### config.mk
export PLATFORM = sky130hd
export DESIGN_NAME = cache_miss_handler
export DESIGN_NICKNAME = d
export VERILOG_FILES = /design/src/rtl/cache_pkg.sv /design/src/rtl/cache_miss_handler_invalid_way_finder.sv /design/src/rtl/cache_miss_handler.sv
export SDC_FILE = /design/constraint.sdc
export NUM_CORES = 1
export LEC_CHECK = 0
export BUFFER_PORTS_ARGS = -buffer_cell sky130_fd_sc_hd__buf_4
export CAP_MARGIN = 20
export CORE_MARGIN = 4
export CORE_UTILIZATION = 42
export CTS_CLUSTER_DIAMETER = 200
export DETAILED_ROUTE_END_ITERATION = 16
export PLACE_DENSITY = 0.75
export SLEW_MARGIN = 5
export SYNTH_ARGS = -nofsm -noshare
export SYNTH_HDL_FRONTEND = slang
export SYNTH_SLANG_ARGS = --single-unit
### constraint.sdc
create_clock -name clk -period 2.25 [get_ports clk]
set_clock_uncertainty 0.2 [all_clocks]
set_input_delay 0.3375 -clock clk [delete_from_list [all_inputs] [get_ports clk]]
set_output_delay 0.3375 -clock clk [all_outputs]
set_load 0.01 [all_outputs]
### src/rtl/cache_pkg.sv
`default_nettype none
// ============================================================================
// Package  : cache_pkg
// Brief    : Shared types and helpers for the data-cache miss handler.
//            Holds the default cache geometry, the miss-handler state
//            encoding and the {tag, set} address pack/unpack helpers.
// Revision : 1.0 - initial release
// ============================================================================
package cache_pkg;

    localparam int C_SETS      = 4;
    localparam int C_WAYS      = 4;
    localparam int C_TAG_BITS  = 6;
    localparam int C_DATA_BITS = 8;
    localparam int C_SET_BITS  = $clog2(C_SETS);
    localparam int C_ADDR_BITS = C_TAG_BITS + C_SET_BITS;

    typedef enum logic [2:0] {
        IDLE      = 3'd0,
        SELECT    = 3'd1,
        WRITEBACK = 3'd2,
        FETCH     = 3'd3,
        FILL      = 3'd4
    } mh_state_t;

    // Line address is the tag on top of the set index.
    function automatic logic [C_ADDR_BITS-1:0] cache_addr(
        input logic [C_TAG_BITS-1:0] tag,
        input logic [C_SET_BITS-1:0] set
    );
        return {tag, set};
    endfunction

    function automatic logic [C_TAG_BITS-1:0] cache_addr_tag(input logic [C_ADDR_BITS-1:0] addr);
        return addr[C_ADDR_BITS-1:C_SET_BITS];
    endfunction

    function automatic logic [C_SET_BITS-1:0] cache_addr_set(input logic [C_ADDR_BITS-1:0] addr);
        return addr[C_SET_BITS-1:0];
    endfunction

endpackage
`default_nettype wire

### src/rtl/cache_miss_handler_invalid_way_finder.sv
`default_nettype none
// ============================================================================
// Module   : invalid_way_finder
// Brief    : Combinational priority encoder returning the lowest-index way
//            whose valid bit is clear, plus a flag saying one exists.
// Revision : 1.0 - initial release
// ============================================================================
module invalid_way_finder
    import cache_pkg::*;
#(
    parameter int WAYS     = C_WAYS,
    parameter int WAY_BITS = (WAYS > 1) ? $clog2(WAYS) : 1
) (
    input  logic [WAYS-1:0]     valid,
    output logic                found,
    output logic [WAY_BITS-1:0] way
);

    // Scan from the top down so the lowest invalid index is the last writer.
    always_comb begin
        found = 1'b0;
        way   = '0;
        for (int i = WAYS - 1; i >= 0; i--) begin
            if (!valid[i]) begin
                found = 1'b1;
                way   = i[WAY_BITS-1:0];
            end
        end
    end

endmodule
`default_nettype wire

### src/rtl/cache_miss_handler.sv
`default_nettype none
// ============================================================================
// Module   : cache_miss_handler
// Brief    : Single-outstanding miss handler for the per-core data cache.
//            Picks a victim way, writes back a dirty victim, fetches the
//            missing word and issues one fill write to the tag/data arrays.
//            Optional build macro CACHE_MH_INVALID_FIRST_EN: prefer the
//            lowest invalid way and only consult round-robin on a full set.
// Revision : 1.0 - initial release
// ============================================================================
module cache_miss_handler
    import cache_pkg::*;
#(
    parameter int SETS      = C_SETS,
    parameter int WAYS      = C_WAYS,
    parameter int TAG_BITS  = C_TAG_BITS,
    parameter int DATA_BITS = C_DATA_BITS,
    parameter int SET_BITS  = (SETS > 1) ? $clog2(SETS) : 1,
    parameter int WAY_BITS  = (WAYS > 1) ? $clog2(WAYS) : 1,
    parameter int ADDR_BITS = TAG_BITS + SET_BITS
) (
    input  logic                 clk,
    input  logic                 reset,
    input  logic                 miss_valid,
    output logic                 miss_ready,
    input  logic [SET_BITS-1:0]  miss_set,
    input  logic [TAG_BITS-1:0]  miss_tag,
    output logic [SET_BITS-1:0]  rr_set_idx,
    output logic                 rr_evict_req,
    input  logic [WAY_BITS-1:0]  rr_victim_way,
    input  logic [WAYS-1:0]      set_valid,
    input  logic [WAYS-1:0]      set_dirty,
    input  logic [TAG_BITS-1:0]  victim_tag,
    input  logic [DATA_BITS-1:0] victim_data,
    output logic                 mem_read_valid,
    output logic [ADDR_BITS-1:0] mem_read_address,
    input  logic                 mem_read_ready,
    input  logic [DATA_BITS-1:0] mem_read_data,
    output logic                 mem_write_valid,
    output logic [ADDR_BITS-1:0] mem_write_address,
    output logic [DATA_BITS-1:0] mem_write_data,
    input  logic                 mem_write_ready,
    output logic                 fill_valid,
    output logic [WAY_BITS-1:0]  fill_way,
    output logic [TAG_BITS-1:0]  fill_tag,
    output logic [DATA_BITS-1:0] fill_data
);

    mh_state_t r_state;
    mh_state_t w_next_state;

    logic [SET_BITS-1:0]  r_set;
    logic [TAG_BITS-1:0]  r_tag;
    logic [WAY_BITS-1:0]  r_way;
    logic [TAG_BITS-1:0]  r_vtag;
    logic [DATA_BITS-1:0] r_vdata;
    logic [DATA_BITS-1:0] r_rdata;

    logic [WAY_BITS-1:0]  w_rr_way;
    logic [WAY_BITS-1:0]  w_sel_way;
    logic                 w_use_rr;
    logic                 w_victim_dirty;

    // A single-way cache has only way 0, whatever the pointer says.
    generate
        if (WAYS == 1) begin : g_single_way
            assign w_rr_way = '0;
        end else begin : g_multi_way
            assign w_rr_way = rr_victim_way;
        end
    endgenerate

`ifdef CACHE_MH_INVALID_FIRST_EN
    logic                w_inv_found;
    logic [WAY_BITS-1:0] w_inv_way;

    invalid_way_finder #(
        .WAYS     (WAYS),
        .WAY_BITS (WAY_BITS)
    ) u_invalid_way_finder (
        .valid (set_valid),
        .found (w_inv_found),
        .way   (w_inv_way)
    );

    // An empty slot beats eviction; the RR pointer only moves on a full set.
    assign w_use_rr  = !w_inv_found;
    assign w_sel_way = w_inv_found ? w_inv_way : w_rr_way;
`else
    assign w_use_rr  = 1'b1;
    assign w_sel_way = w_rr_way;
`endif

    assign w_victim_dirty = set_valid[w_sel_way] && set_dirty[w_sel_way];

    // During SELECT the arrays are read at the way being chosen right now,
    // so victim_tag/victim_data are valid at the edge that registers them.
    assign fill_way          = (r_state == SELECT) ? w_sel_way : r_way;
    assign miss_ready        = (r_state == IDLE);
    assign rr_set_idx        = r_set;
    assign mem_write_valid   = (r_state == WRITEBACK);
    assign mem_write_address = {r_vtag, r_set};
    assign mem_write_data    = r_vdata;
    assign mem_read_valid    = (r_state == FETCH);
    assign mem_read_address  = {r_tag, r_set};
    assign fill_valid        = (r_state == FILL);
    assign fill_tag          = r_tag;
    assign fill_data         = r_rdata;

    // State register; reset aborts any miss in flight.
    always_ff @(posedge clk or posedge reset) begin
        if (reset) begin
            r_state <= IDLE;
        end else begin
            r_state <= w_next_state;
        end
    end

    // Next-state decode and the replacement-pointer bump strobe.
    always_comb begin
        w_next_state = r_state;
        rr_evict_req = 1'b0;
        case (r_state)
            IDLE: begin
                if (miss_valid) begin
                    w_next_state = SELECT;
                end
            end
            SELECT: begin
                rr_evict_req = w_use_rr;
                w_next_state = w_victim_dirty ? WRITEBACK : FETCH;
            end
            WRITEBACK: begin
                if (mem_write_ready) begin
                    w_next_state = FETCH;
                end
            end
            FETCH: begin
                if (mem_read_ready) begin
                    w_next_state = FILL;
                end
            end
            FILL: begin
                w_next_state = IDLE;
            end
            default: begin
                w_next_state = IDLE;
            end
        endcase
    end

    // Capture the request, the victim snapshot and the returned word.
    always_ff @(posedge clk or posedge reset) begin
        if (reset) begin
            r_set   <= '0;
            r_tag   <= '0;
            r_way   <= '0;
            r_vtag  <= '0;
            r_vdata <= '0;
            r_rdata <= '0;
        end else begin
            case (r_state)
                IDLE: begin
                    if (miss_valid) begin
                        r_set <= miss_set;
                        r_tag <= miss_tag;
                    end
                end
                SELECT: begin
                    r_way   <= w_sel_way;
                    r_vtag  <= victim_tag;
                    r_vdata <= victim_data;
                end
                FETCH: begin
                    if (mem_read_ready) begin
                        r_rdata <= mem_read_data;
                    end
                end
                default: begin
                end
            endcase
        end
    end

endmodule
`default_nettype wire

== Word-level counts from Yosys, hierarchy flattened ==
Cells that the tools add are included.

* Magnitude comparators: 1
* Equal/unequal tests: 7
* Mux-type cells: 11
* Reductions and logical operators: 5

{| class="wikitable"
|+ Operators with widths
! operator !! count
|-
| $pmux 3 s4 || 1
|-
| $mux 3 || 3
|-
| $eq 3x2->1 const B || 2
|-
| $bmux 1 s2 || 2
|-
| $mux 1 || 4
|-
| $ne 2x1->1 const B || 2
|-
| $reduce_and 2->1 || 2
|-
| $eq 3x1->1 const B || 1
|-
| $eq 3x3->1 const B || 1
|-
| $logic_not 3->1 || 1
|-
| $lt 2x3->1 const B || 1
|-
| $reduce_and 3->1 || 1
|-
| $mux 2 || 1
|-
| $ne 2x2->1 const B || 1
|-
| $logic_and 1x1->1 || 1
|}

* Flip-flop bits (word level): 35
* Output and inout bits: 47
* Word-level logic and storage cells: 31

== Longest topological paths before layout ==
Gate-level depths: netlist of run 1.

* Depth in word-level cells: 5
* Gate-level depth with buffers: 4
* Gate-level depth less buffers: 3

== Worst setup path after synthesis of run 1 ==
Ideal clock, no wire load.

* Kind: reg2out
* From: register r_state[2]
* To: output fill_way[0]
* Data arrival time: 1.349 ns
* Data required time: 1.712 ns
* Slack: 0.363 ns
* Cell stages (with the launch flop): 4
* Buffers on the path: 1
* Cells stage by stage: dfrtp_1 -> nor3_4 -> buf_6 -> mux2_2

* Word-level cells in the longest chain between the ends: 2

{| class="wikitable"
|+ Ends and longest elaborated chain
! item !! RTL line !! source
|-
| from (decl) || cache_miss_handler.sv:49 || <nowiki>mh_state_t r_state;</nowiki>
|-
| from (signal assigned) || cache_miss_handler.sv:115 || <nowiki>r_state <= w_next_state;</nowiki>
|-
| $eq 3x1->1 || cache_miss_handler.sv:98 || <nowiki>assign fill_way = (r_state == SELECT) ? w_sel_way : r_way;</nowiki>
|-
| $mux 2 || - ||
|-
| to (decl) || cache_miss_handler.sv:44 || <nowiki>output logic [WAY_BITS-1:0] fill_way,</nowiki>
|}

Every way passes these cells.

== Worst setup path in the final report of run 1 ==
* From: register r_state[1]
* To: output fill_way[0]

The elaborated chain is that of the path after synthesis.

==> run summary, run 1 <==
The run finished with clean final reports. The worst register-to-register path ends at fill_tag[4]. The hold violation total from the final report was 0; the slew at the pin closest to its max-slew limit was 0.515 ns. The most common cell after layout, fill and taps aside was sky130_fd_sc_hd__buf_4. The area enclosed by the die boundary is 4650 sq um, and the source-to-sink clock delay at the later pin of the worst-skew pair is 0.32 ns. After detailed routing, the number of vias per cell comes to 4.81. The tree is rooted in a sky130_fd_sc_hd__clkbuf_4. The floorplan has 21 rows. The critical setup path kind was reg -> out. Summing all multi-input logic gate instances after layout gives 531 sq um. Across all register-to-register paths, the minimum setup slack is 0.41 ns. The floorplan step defined a core boundary enclosing 3420 sq um.

The signal on the critical path passes through nor3_4, mux2_2, buf_4. The post-synthesis sequential area ratio is 57.5%. At the end of the flow the core is filled with cells to 65.4%.

Among all stages on the critical path, the largest delay is contributed by sky130_fd_sc_hd__dfrtp_1. The storage element area came out at 877 sq um. The number of nets handed over by synthesis was 150.

Dividing the detail-routed wire length by the instance count gives 15.0 um. Across the run, the number of max-cap violations was 0. The minimum clock period after layout is 2.11 ns. The length in cells of the worst reg-to-reg path came out at 3. The overflow left after global routing was 0.

The number of library cell types mapped by synthesis was 23. Global routing consumed, over all layers together, 16.6% of the routing resources. The height of the chip was 68.2 um. The synthesized area per cell works out to 14.5 sq um. The initial antenna violation count came out at 0. STA classifies the critical path endpoint as a primary output. The tree built by TritonCTS fans out to 35 sinks.

Setup repair after global routing left no endpoint under its margin. 0 antenna diodes ended up in the layout. For the design area, the log shows 2230 sq um.

For the final routed DRC violation total, the log shows 0. After clock tree synthesis, the clock-pin slew on the worst setup and hold paths is 0.09 ns. During I/O placement, the number of pins put on the boundary was 92. Based on the critical path, the design can be clocked at up to 474 MHz. Fraction of layout cells with a size suffix above 1: 69.9%. Summing the areas of all and, or, nand and nor instances in the mapped netlist gives 7.31% of the synthesized area.

The tools report the max-slew violation count as 0. Clock tree synthesis inserted a total of 5 buffers. The post-CTS setup repair buffer count is 0.

The deepest level of the CTS H-tree is 2, and the signed area change from the synthesized netlist to the final layout is 46.7%. The worst-case IR drop observed on VDD is 0.655 mV. The top cell type's share of synthesized area was 57.5%. The detailed router placed 1150 vias in this run. The ratio of final minimum period to clock period was 93.8%. For the total wire length, the log shows 3.59 mm. Entering global routing, the biggest net connects 20 pins. The relative slew slack came out at 65.7%.

The tools report the worst setup path startpoint as r_state[1]. Multiplexer cells account for 25.6% of the synthesized area. The analysis attributes to cell leakage a power of 0.00113 uW.

The initial core utilization is 44.6%, and the number of DRC violations after detailed-routing iteration 0 is 27. The number of detailed-route iterations in the first pass was 3. Measured along the x axis, the die boundary spans 68.2 um. No sink is reached through more buffers than the 2 on the longest clock path. The via count of the first global-routing pass is 1190, and the number of buffers added on ports is 91. Final total negative setup slack: 0 ns.

The first-pass GRT wire length came out at 5.49 mm. Following the worst setup path forward leads to its endpoint at fill_way[0]. In the layout the commonest cells are 94 x sky130_fd_sc_hd__buf_4, 34 x sky130_fd_sc_hd__dfrtp_1, 24 x sky130_fd_sc_hd__mux2_2, 8 x sky130_fd_sc_hd__mux2_4, 5 x sky130_fd_sc_hd__clkbuf_4. STA puts the critical path data arrival time at 1.57 ns. The required time of the critical path is 1.71 ns.

The tools report the number of setup violations in the final report as 0. Once placement completed, the tool counted placed cells totaling 232. After the last flow step, the layout net total stands at 239.

The complex-gate fraction of the synthesized area was 1.89%; the total of fill cells in the finished design was 280. In this run the cell area measured after placement is 2180 sq um. TritonCTS built the clock tree. Number of standard cells in the final layout excluding fillers: 239.

Once detail routing completed, the nets flagged for antenna violations numbered 0. Of all nets on the critical path, the largest fanout is 7. The launch point of the worst reg-to-reg path was r_state[1]. Routability-driven placement finished with a final weighted congestion of 0.677. The tightest min-delay check is of the in -> reg type. Summing the areas of all xor and xnor instances in the mapped netlist gives 0% of the synthesized area. By area the synthesized netlist is led by sky130_fd_sc_hd__dfrtp_1 58%, sky130_fd_sc_hd__mux2_2 18%, sky130_fd_sc_hd__mux2_4 7.9%, sky130_fd_sc_hd__buf_4 5.4%, sky130_fd_sc_hd__buf_6 1.5%.

The Yosys step of the flow raised 0 warnings. Summing the areas of all fa, ha and maj instances in the mapped netlist gives 0% of the synthesized area. Once detailed placement completed, the half-perimeter wirelength came to 2.91 mm.

The cell area that synthesis handed to floorplanning was 1520 sq um. STA classifies the critical path startpoint as a flip-flop. The dominant combinational cell family by area after synthesis is multiplexers. In this design, the stage delay of the slowest critical-path cell is 0.48 ns.

After technology mapping, the gate count stands at 105. For this design the ratio of total power to cell area is 1390 nW/um^2. Summed over all instances, the cell type with the most area after synthesis is sky130_fd_sc_hd__dfrtp_1. Number of synthesized register bits: 35.
cells by family after synthesis:
group / after synthesis
AO/OA/AOI/OAI: 4
flip-flops: 35
AND/OR/NAND/NOR: 18
buffers and inverters: 16
multiplexers: 32
synth_stat cells:
cell                         n
sky130_fd_sc_hd__nand4_1     1
sky130_fd_sc_hd__a21oi_1     1
sky130_fd_sc_hd__o22ai_1     1
sky130_fd_sc_hd__nor3_4      1
sky130_fd_sc_hd__inv_1       3
sky130_fd_sc_hd__nand3b_1    1
sky130_fd_sc_hd__nand2_1     1
sky130_fd_sc_hd__mux2_2     24
sky130_fd_sc_hd__a32oi_1     1
sky130_fd_sc_hd__o2111ai_1   1
sky130_fd_sc_hd__buf_6       2
sky130_fd_sc_hd__nor2_1      4
sky130_fd_sc_hd__nand2b_1    1
sky130_fd_sc_hd__nand4b_1    1
sky130_fd_sc_hd__and3_2      1
sky130_fd_sc_hd__nand3_1     1
sky130_fd_sc_hd__mux2_4      8
sky130_fd_sc_hd__buf_4      11
sky130_fd_sc_hd__or2_2       1
sky130_fd_sc_hd__and2_1      2
sky130_fd_sc_hd__dfrtp_1    35
sky130_fd_sc_hd__or2_1       1
sky130_fd_sc_hd__nor3_1      2
per-stage QoR:
stage                     hold slack [ns]  total power (uW)  worst slack (ns)
after global routing              0.00665              3350            0.0235
after floorplan                     0.286              2130             0.363
after detailed placement            0.202              2860             0.430
after global placement              0.183              2800             0.477
final                              0.0350              3110             0.140
after CTS                          0.0167              3170            0.0603
routing by layer:
layer  track usage [%]  share of wire [%]  routed length [um]
met1              17.5                 35                1250
met2              28.9                 52                1880
met3              8.05                 12                 417
met4              5.21                1.2                  42
met5                 0                  0                   0
final cells by class:
cell class / instances / share of cell area [%]
sequential: 35 / 39.3
timing repair buffer: 95 / 32.0
multi-input combinational: 54 / 23.8
tap: 46 / 2.58
clock buffer: 6 / 1.85
inverter: 3 / 0.504
critical path: cells and delay by family, from the launching register on:
family        cells  cell delay, ns
simple gates      1            0.24
mux               1            0.37
buf+inv           1            0.15
flops             1            0.48
power breakdown:
part / total, uW / internal [uW] / switching [uW]
combinational: 1640 / 991 / 650
sequential: 1180 / 954 / 225
clock: 293 / 111 / 182
flip-flops by register name, indices dropped and copies added, names as in the netlist:
register        flops
fill_data           8
fill_tag            6
mem_write_data      8
r_state             3
r_vtag              6
r_way               2
rr_set_idx          2
what timing repair did:
item,CTS,global route
setup endpoints to repair,0,2
hold endpoints to repair,35,0
resized for setup,0,1
hold buffers,1,0
how the worst min path moves through the flow:
stage                      from           endpoint  slack, ns  depth (start not counted)
3_3_place_gp              reset  mem_write_data[5]       0.18                          3
4_1_cts        mem_read_data[6]       fill_data[6]       0.02                          2
5_1_grt        mem_read_data[2]       fill_data[2]      0.007                          2
3_5_place_dp              reset  mem_write_data[5]       0.20                          3
2_1_floorplan             reset       fill_data[0]       0.29                          1
6_report          victim_tag[0]          r_vtag[0]       0.04                          2
No activity file was read; power rests on OpenSTA's default activity.
==> run 2, diff against run 1 <==
--- a/config.mk
+++ b/config.mk
@@ -11,6 +11,7 @@
 export CORE_UTILIZATION = 42
 export CTS_CLUSTER_DIAMETER = 200
 export DETAILED_ROUTE_END_ITERATION = 16
+export GPL_TIMING_DRIVEN = 0
 export PLACE_DENSITY = 0.75
 export SLEW_MARGIN = 5
 export SYNTH_ARGS = -nofsm -noshare
==> run 2 against run 1 <==
Effect of this change:
- power grew 11%
- count of clock-buffer cells in the layout is the same
- final area grew 11%
- utilization grew 7.3 points
- non-clock buffer count grew 25
- clock power grew 15%
- worst hold slack lost 0.0036 ns
- critical path depth grew 2
- combinational power grew 19%
- maximum frequency shrank 1.9%
- register-to-register slack gained 0.05 ns
- die area is the same
==> run summary, run 2 (same netlist as run 1, synthesis figures left out) <==
In this run the critical register-to-register path is launched from r_state[2]. For the relative slew slack, the log shows 50.3% (-15 points). The run finished with clean final reports. Critical setup path kind: reg -> out. Pin count of the biggest net entering global routing: 19 (-5.0%). The CTS clock-pin slew for the worst setup and hold paths is 0.10 ns (about the same). For the half-perimeter wire length of the detailed placement result, the log shows 2.78 mm (-4.1%). The fraction of layout cells with a size suffix above 1 works out to 73.1% (+3.1 points).

The ratio of final minimum period to clock period is 95.6% (+1.8 points), and the detail-routed net length per standard cell is 13.5 um (-9.9%). Final total negative setup slack: 0 ns (unchanged). For the number of standard cells in the final layout excluding fillers, the log shows 265 (+11%). The logs give 3420 sq um (unchanged) for the standard cell core area and 1120 uW (+5.7%) for the net switching power.

The worst slack at placement is 0.0930 ns (-0.337 ns). The root buffer cell chosen for the clock tree is sky130_fd_sc_hd__clkbuf_4. The launch instance of the worst min-delay path was mem_read_data[1].

Maximum count of clock buffers along a single path: 2 (unchanged). The run gives 56.5% (+3.8 points) as the combinational power share. The run gives 16.2% (-0.35 points) as the all-layer global routing usage. The number of detailed-route iterations in the first pass was 2 (-1). The library cells used most frequently in the layout, excluding fill and tap cells, are 112 x sky130_fd_sc_hd__buf_4, 32 x sky130_fd_sc_hd__dfrtp_1, 22 x sky130_fd_sc_hd__mux2_2, 10 x sky130_fd_sc_hd__mux2_4. The number of buffers added on ports is 91 (unchanged), and the setup slack after layout is 0.0991 ns (-0.0411 ns). For the number of DRC violations after detailed-routing iteration 0, the log shows 18 (-33%).

The tools report the critical path endpoint as fill_way[0]. For the via count of the first global-routing pass, the log shows 1247 (+4.8%). The cell row count was 21 (unchanged). Sequential cell fraction of total power: 33.8% (-4.1 points).

The number of placed cells counting well taps is 243 (+4.7%), and the total power divided by cell area is 1390 nW/um^2 (-0.34%). For the worst endpoint data arrival time, the log shows 1.61 ns (+0.04 ns). Deepest level of the CTS H-tree: 2 (unchanged). The number of clock buffers inserted by TritonCTS is 5 (unchanged). Worst reg-to-reg setup slack: 0.46 ns (+0.05 ns). The number of maximum-capacitance violations was 0 (unchanged); the signed area change from the synthesized netlist to the final layout was 63.1%. The switching share of total power is 32.4% (-1.6 points), and the peak clock frequency supported by timing is 465 MHz (-1.9%). The kind of start point of the critical path was a flip-flop. The overflow left after global routing is 0 (unchanged), and the highest net fanout along the worst path is 8 (+1). Final antenna diode count: 0 (unchanged). The length in cells of the worst reg-to-reg path works out to 5 (+2). The tools report the final RePlAce weighted congestion as 0.752 (+11%). The design area is 2480 sq um (+11%). The logs give 92 (unchanged) for the count of boundary I/O pins and 4650 sq um (unchanged) for the area enclosed by the die boundary. The die span in x was 68.2 um (unchanged); the hold violation total from the final report was 0 (unchanged). The run gives 9.8% (+0.4 points) as the relative contribution of the clock network to total power. The tools report the total of fill cells in the finished design as 255 (-8.9%). The via density per instance works out to 4.65 (-3.4%).

The capture point of the worst reg-to-reg path was fill_data[4]. The height of the chip works out to 68.2 um (unchanged). The initial core utilization is 44.6% (unchanged), and the initial antenna violation count is 0 (unchanged).

The residual antenna-violating net count after detailed routing was 0 (unchanged); the slew at the pin closest to its max-slew limit was 0.745 ns (+0.230 ns). The final routed DRC violation total was 0 (unchanged). The clock sink total is 35 (unchanged), and the final net count is 264 (+10%). The library cell used most frequently in the layout, excluding fill and tap cells, is sky130_fd_sc_hd__buf_4. For the max-slew violation count, the log shows 0 (unchanged). STA classifies the critical path endpoint as a primary output.

Worst vdd rail ir drop: 0.744 mV (+13%). The first-pass GRT wire length is 5.50 mm (+0.26%), and the leakage power summed over all cells is 0.00127 uW (+13%). The total wire length is 3.58 mm (-0.11%), and the internal power component is 2330 uW (+13%). The min-delay analysis places its worst path in the category in -> reg. The worst setup path startpoint is r_state[0]. The minimum clock period after layout came out at 2.15 ns (+0.0411 ns). The number of setup violations in the final report came out at 0 (unchanged). For the placed instance area, the log shows 2290 sq um (+5.0%). The logs give 0.33 ns (about the same) for the source-to-sink clock delay at the later pin of the worst-skew pair and 1232 (+7.1%) for the total vias in the final route. TritonCTS built the clock tree.

The required time of the critical path was 1.71 ns (about the same).
run 2: how the worst min path moves through the flow:
| stage | cells after the start | end | slack, ns |
|---|---|---|---|
| floorplan | 1 | fill_data[0] | 0.29 |
| global placement | 1 | r_way[0] | 0.28 |
| detailed placement | 1 | r_way[0] | 0.29 |
| CTS | 2 | fill_data[1] | 0.01 |
| global route | 2 | fill_data[3] | -0.001 |
| finish | 2 | fill_data[1] | 0.03 |
run 2: critical path, cell delays in order (launching register included):
cell	delay (ns)
sky130_fd_sc_hd__dfrtp_2	0.39
sky130_fd_sc_hd__inv_1	0.07
sky130_fd_sc_hd__nor3_4	0.20
sky130_fd_sc_hd__buf_6	0.16
sky130_fd_sc_hd__mux2_4	0.31
sky130_fd_sc_hd__buf_4	0.15
run 2: repair_timing:
item / in CTS / in global routing
hold buffers: 1 / 4
pin swaps: 1 / 1
endpoints found under the hold margin: 17 / 4
setup endpoints to repair: 2 / 2
setup buffers: 2 / 8
resized for setup: 2 / 3
run 2: routing by layer:
metal,vias up,GRT usage (%),part of all wire (%),routed length [um]
met5,-,0,0,0
met1,589,17.6,37,1340
met3,5,8.21,10,374
li1,584,-,-,-
met2,54,27.8,51,1830
met4,0,4.47,1.1,38
run 2: final cells by class:
class,instances,area [sq um],share of cell area [%]
Buffer,13,105,4.23
Clock buffer,6,51.3,2.07
Clock inverter,1,5.00,0.202
Inverter,3,11.3,0.453
Multi-Input combinational cell,54,538,21.7
Sequential cell,35,880,35.4
Tap cell,46,57.6,2.32
Timing Repair Buffer,107,836,33.7
run 2: power by group through the flow:
stage	clock [uW]	combinational, uW	sequential [uW]
after global placement	0	1780	1160
after global routing	390	2100	1220
after detailed placement	0	1820	1190
final	337	1950	1170
after floorplan	0	845	1290
after CTS	353	1870	1170
run 2: through the flow:
step	util, %	hold slack [ns]	power (uW)
floorplan	-	0.286	2130
global placement	66.3	0.282	2950
detailed placement	67.1	0.291	3010
CTS	69.5	0.0132	3390
global route	72.7	-0.00128	3710
finish	72.7	0.0314	3450
